===== src/rtl/avalon_enforcer_if.sv =====
// rtl/avalon_enforcer_if.sv - Avalon-ST style stream interface carried by the enforcer
interface avalon_st_if #(
  parameter int DATA_WIDTH_IN_BYTES = 16
);
  localparam int EMPTY_W = (DATA_WIDTH_IN_BYTES > 1) ? $clog2(DATA_WIDTH_IN_BYTES) : 1;

  logic                             valid;
  logic                             sop;
  logic                             eop;
  logic [8*DATA_WIDTH_IN_BYTES-1:0] data;
  logic [EMPTY_W-1:0]               empty;
  logic                             rdy;

  modport master (output valid, output sop, output eop, output data, output empty, input rdy);
  modport slave  (input valid, input sop, input eop, input data, input empty, output rdy);
endinterface


===== src/rtl/avalon_enforcer.sv =====
// rtl/avalon_enforcer.sv - repairs Avalon-ST packet framing and flags framing errors
module avalon_enforcer #(
  parameter int DATA_WIDTH_IN_BYTES = 16
) (
  input  logic          clk,
  input  logic          rst,
  avalon_st_if.slave    untrusted_msg,
  avalon_st_if.master   trusted_msg,
  output logic          packet_didnt_started,
  output logic          packet_in_packet
);
  localparam int EMPTY_W = (DATA_WIDTH_IN_BYTES > 1) ? $clog2(DATA_WIDTH_IN_BYTES) : 1;

  typedef enum logic {
    IDLE      = 1'b0,
    IN_PACKET = 1'b1
  } state_t;

  state_t             state;
  state_t             state_next;
  logic               xfer;
  logic               drop;
  logic               sop_out;
  logic [EMPTY_W-1:0] empty_out;

  // Back-pressure is a pure wire: the enforcer never buffers a beat.
  assign untrusted_msg.rdy = trusted_msg.rdy;

  assign trusted_msg.valid = untrusted_msg.valid & ~drop;
  assign trusted_msg.sop   = sop_out;
  assign trusted_msg.eop   = untrusted_msg.eop;
  assign trusted_msg.data  = untrusted_msg.data;
  assign trusted_msg.empty = empty_out;

  // Decode the beat against the packet state; only transferred beats advance the state.
  always_comb begin
    state_next = state;
    xfer       = untrusted_msg.valid & trusted_msg.rdy;
    drop       = 1'b0;
    sop_out    = 1'b0;
    empty_out  = untrusted_msg.eop ? untrusted_msg.empty : '0;
    case (state)
      IDLE: begin
        drop    = ~untrusted_msg.sop;
        sop_out = untrusted_msg.sop;
        if (xfer && untrusted_msg.sop && !untrusted_msg.eop) begin
          state_next = IN_PACKET;
        end
      end
      IN_PACKET: begin
        // A stray sop inside an open packet is demoted to a continuation beat.
        sop_out = 1'b0;
        if (xfer && untrusted_msg.eop) begin
          state_next = IDLE;
        end
      end
      default: begin
        state_next = IDLE;
      end
    endcase
  end

  // Packet state register; reset abandons any open packet.
  always_ff @(posedge clk or negedge rst) begin
    if (!rst) begin
      state <= IDLE;
    end else begin
      state <= state_next;
    end
  end

  // Error flags pulse for one cycle after each offending transferred beat.
  always_ff @(posedge clk or negedge rst) begin
    if (!rst) begin
      packet_didnt_started <= 1'b0;
      packet_in_packet     <= 1'b0;
    end else begin
      packet_didnt_started <= xfer & (state == IDLE) & ~untrusted_msg.sop;
      packet_in_packet     <= xfer & (state == IN_PACKET) & untrusted_msg.sop;
    end
  end
endmodule


===== src/flat_wrapper.sv =====
// flat-port wrapper written by rule: the top's interface ports become plain ports
module avalon_enforcer_flat 
#(
  parameter int DATA_WIDTH_IN_BYTES = 16
)
  (clk, rst, packet_didnt_started, packet_in_packet, untrusted_msg_valid, untrusted_msg_sop, untrusted_msg_eop, untrusted_msg_data, untrusted_msg_empty, untrusted_msg_rdy, trusted_msg_valid, trusted_msg_sop, trusted_msg_eop, trusted_msg_data, trusted_msg_empty, trusted_msg_rdy);
  avalon_st_if #(.DATA_WIDTH_IN_BYTES(DATA_WIDTH_IN_BYTES)) untrusted_msg_i ();
  avalon_st_if #(.DATA_WIDTH_IN_BYTES(DATA_WIDTH_IN_BYTES)) trusted_msg_i ();
  input  logic clk;
  input  logic rst;
  output logic packet_didnt_started;
  output logic packet_in_packet;
  input wire logic [$bits(untrusted_msg_i.valid)-1:0] untrusted_msg_valid;
  input wire logic [$bits(untrusted_msg_i.sop)-1:0] untrusted_msg_sop;
  input wire logic [$bits(untrusted_msg_i.eop)-1:0] untrusted_msg_eop;
  input wire logic [$bits(untrusted_msg_i.data)-1:0] untrusted_msg_data;
  input wire logic [$bits(untrusted_msg_i.empty)-1:0] untrusted_msg_empty;
  output wire logic [$bits(untrusted_msg_i.rdy)-1:0] untrusted_msg_rdy;
  output wire logic [$bits(trusted_msg_i.valid)-1:0] trusted_msg_valid;
  output wire logic [$bits(trusted_msg_i.sop)-1:0] trusted_msg_sop;
  output wire logic [$bits(trusted_msg_i.eop)-1:0] trusted_msg_eop;
  output wire logic [$bits(trusted_msg_i.data)-1:0] trusted_msg_data;
  output wire logic [$bits(trusted_msg_i.empty)-1:0] trusted_msg_empty;
  input wire logic [$bits(trusted_msg_i.rdy)-1:0] trusted_msg_rdy;
  assign untrusted_msg_i.valid = untrusted_msg_valid;
  assign untrusted_msg_i.sop = untrusted_msg_sop;
  assign untrusted_msg_i.eop = untrusted_msg_eop;
  assign untrusted_msg_i.data = untrusted_msg_data;
  assign untrusted_msg_i.empty = untrusted_msg_empty;
  assign untrusted_msg_rdy = untrusted_msg_i.rdy;
  assign trusted_msg_valid = trusted_msg_i.valid;
  assign trusted_msg_sop = trusted_msg_i.sop;
  assign trusted_msg_eop = trusted_msg_i.eop;
  assign trusted_msg_data = trusted_msg_i.data;
  assign trusted_msg_empty = trusted_msg_i.empty;
  assign trusted_msg_i.rdy = trusted_msg_rdy;
  avalon_enforcer #(.DATA_WIDTH_IN_BYTES(DATA_WIDTH_IN_BYTES)) u_core (.clk(clk), .rst(rst), .untrusted_msg(untrusted_msg_i), .trusted_msg(trusted_msg_i), .packet_didnt_started(packet_didnt_started), .packet_in_packet(packet_in_packet));
endmodule

===== config.mk =====
export PLATFORM = sky130hd
export DESIGN_NAME = avalon_enforcer_flat
export DESIGN_NICKNAME = d
export VERILOG_FILES = /design/src/rtl/avalon_enforcer_if.sv /design/src/rtl/avalon_enforcer.sv /design/src/flat_wrapper.sv
export SDC_FILE = /design/constraint.sdc
export NUM_CORES = 1
export LEC_CHECK = 0
export BUFFER_PORTS_ARGS = -buffer_cell sky130_fd_sc_hd__buf_2
export CORE_AREA = 2 2 107 109
export DETAILED_ROUTE_END_ITERATION = 12
export DIE_AREA = 0 0 109 111
export SLEW_MARGIN = 15
export SYNTH_ARGS = -nofsm -noshare
export SYNTH_HDL_FRONTEND = slang
export SYNTH_SLANG_ARGS = --single-unit

===== constraint.sdc =====
create_clock -name clk -period 1.07 [get_ports clk]
set_input_delay 0.107 -clock clk [delete_from_list [all_inputs] [get_ports clk]]
set_output_delay 0.107 -clock clk [all_outputs]
set_load 0.01 [all_outputs]

==> impl_metrics.tcl <==
set metrics [dict create \
    cp-start-kind "flip-flop" \
    clock.fmax_ghz 0.963 \
    fin_crit_ps 1040 \
    pin_count 276 \
    tns_ps 0 \
    clkLatencyLatePin_ps 230 \
    max_slew_margin_pct 90.1 \
    synthTopCellsByArea "buf_4 (87%), dfrtp_1 (6.7%), and2_1 (2.2%), a31oi_1 (1.1%), and4_2 (0.89%)" \
    synthCells 144 \
    start_util_pct 10.1 \
    firstDrtPassIters 2 \
    syn_avg_cell_area_sq_um 7.79 \
    finalMaxSlewViolations 0 \
    cts_sinks 3 \
    synthesis.area_sq_um 1120 \
    rsz0062_at_grt "no" \
    ctsResizeCount 0 \
    yosys_warnings 0 \
    crit_type "reg -> out" \
    crit_required_ps 960 \
    yosys.area.top_type "buf_4" \
    coreArea_sq_um 11100 \
    final_core_util_pct 4.65 \
    swShare_pct 19.7 \
    synth-seq-cells 3 \
    synthToLayoutAreaGrowth_pct -54.0 \
    synthTopCellsByCount "buf_4 (130), and2_1 (4), dfrtp_1 (3)" \
    switching_power_mw 0.163 \
    grtUsageTotal_pct 5.59 \
    startpoint "u_core.state$_DFF_PN0_" \
    async_flop_share_pct 100 \
    routedWlPerCell_um 20.0 \
    power_mw 0.828 \
    cts-htree-levels 1 \
    grt_pass1_wl_mm 4.26 \
    status "finished clean" \
    antenna_found_initial 0 \
    p_int_mw 0.664 \
    synth_most_common_cell "buf_4" \
    synth.top_cell.area_share_pct 87.1 \
    ant_nets 0 \
    grt_max_degree 7 \
    tightest_slew_ps 148 \
    grt_pass1_vias 525 \
    nets 178 \
    worst_slack_ps 31.3 \
    drive_gt1_share_pct 61.5 \
    pwr-share-clk_pct 72.8 \
    synthFlopType "dfrtp_1" \
    clock-root-buffer "clkbuf_16" \
    p_per_area_nw_per_um2 1610 \
    combPwrFrac_pct 11.7 \
    path_max_fanout 3 \
    n_antenna_cell 0 \
    synth-edff-count 0 \
    p_seq_share_pct 15.5 \
    clockBufferDepth 2 \
    wirelength_mm 3.65 \
    synth.distinct_cells 9 \
    min_path_type "in -> reg" \
    die_w_um 109 \
    crit_arrival_ps 930 \
    timing.rr.start "u_core.state$_DFF_PN0_" \
    dp_slack_ps 245 \
    syn_nets 282 \
    yosysSeqAreaShare_pct 6.70 \
    gp_congestion 0.485 \
    via_per_inst 2.45 \
    cts_tree "built" \
    ir_drop_mv 0.740 \
    p_leak_nw 0.193 \
    hold_path_startpoint "untrusted_msg_sop" \
    die_h_um 111 \
    drcViolationCount 0 \
    die_area_sq_um 12100 \
    cts.clk_slew.worst_paths_ps 30 \
    hold_slack_ps 104 \
    rows 39 \
    setup_violations 0 \
    final_hold_viol_count 0 \
    fin_worst_skew_ps 3.74 \
    drt_iter0_drc 6 \
    end_kind "output pin" \
    overflow 0 \
    numPortBuffers 19 \
    cap_viol_max_count 0 \
    cts_made_buffers 3 \
    timing.final.crit_share_pct 97.1 \
    vias 445 \
]
==> cell usage in the layout (no fill, tap or decap), drive strengths merged <==
master,count
and2,4
dfrtp,3
buf,20
and4,1
nand2,1
dlygate4sd3,1
nor2b,1
a31oi,2
o21a,1
nor3,1
clkbuf,4
==> final timing paths <==
path,end,slack [ps],cells past startpoint
setup / recovery,trusted_msg_valid,30,2
min in group asynchronous,u_core.state$_DFF_PN0_,220,2
hold reg to reg,u_core.packet_didnt_started$_DFF_PN0_,570,2
max in group asynchronous,u_core.packet_in_packet$_DFF_PN0_,730,2
setup reg to reg,u_core.packet_in_packet$_DFF_PN0_,220,2
hold / removal,u_core.packet_didnt_started$_DFF_PN0_,100,2
==> flip-flops by register name (all words and copies together) (netlist names) <==
signal                       count
u_core.packet_in_packet          1
u_core.packet_didnt_started      1
u_core.state                     1
==> cell type report <==
type	instances	area (sq um)
repair buffers	21	113
clock buffers	4	78.8
flip-flops and latches	3	75.1
multi-input cells	11	70.1
well taps	143	179
fillers	1303	10600
==> through the flow <==
step                      cell area [sq um]  instances
after floorplan                        1120        144
after global placement                  419        176
final                                   515        182
after detailed placement                419        176
after CTS                               515        182
after global routing                    515        182
==> metal layers <==
| metal | GRT usage, % | vias to the layer above | share of wire, % |
|---|---|---|---|
| met5 | 0 | - | 0 |
| met4 | 9.49 | 0 | 16 |
| met3 | 9.11 | 63 | 36 |
| met2 | 6.71 | 148 | 38 |
| met1 | 1.32 | 135 | 11 |
| li1 | - | 99 | - |
==> timing repair <==
item | CTS | global route
hold endpoints to repair | 3 | 0
buffers inserted | 1 | 0
setup endpoints to repair | 1 | 0
hold buffers | 1 | 0
==> cells by family (layout without fill, tap and decap cells) <==
kind of cell,count (synthesis),after routing,share of synthesized area [%]
DFF,3,3,6.70
AOI/OAI and AO/OA,3,3,1.79
and+or+nand+nor,8,8,4.46
buffers and inverters,130,25,87.1
==> power by group through the flow <==
stage | Sequential, mW | Clock [mW] | Combinational (mW)
after floorplan | 0.132 | 0 | 0.529
after global placement | 0.132 | 0 | 0.0813
after detailed placement | 0.132 | 0 | 0.0835
after global routing | 0.130 | 0.637 | 0.110
after CTS | 0.129 | 0.623 | 0.0978
final | 0.129 | 0.602 | 0.0969
==> critical path, stage by stage, from the launching register on <==
cell and delay [ps]:
dfrtp_1 380, o21a_1 180, buf_2 140
Note: power is estimated with default switching activity, not from simulation.
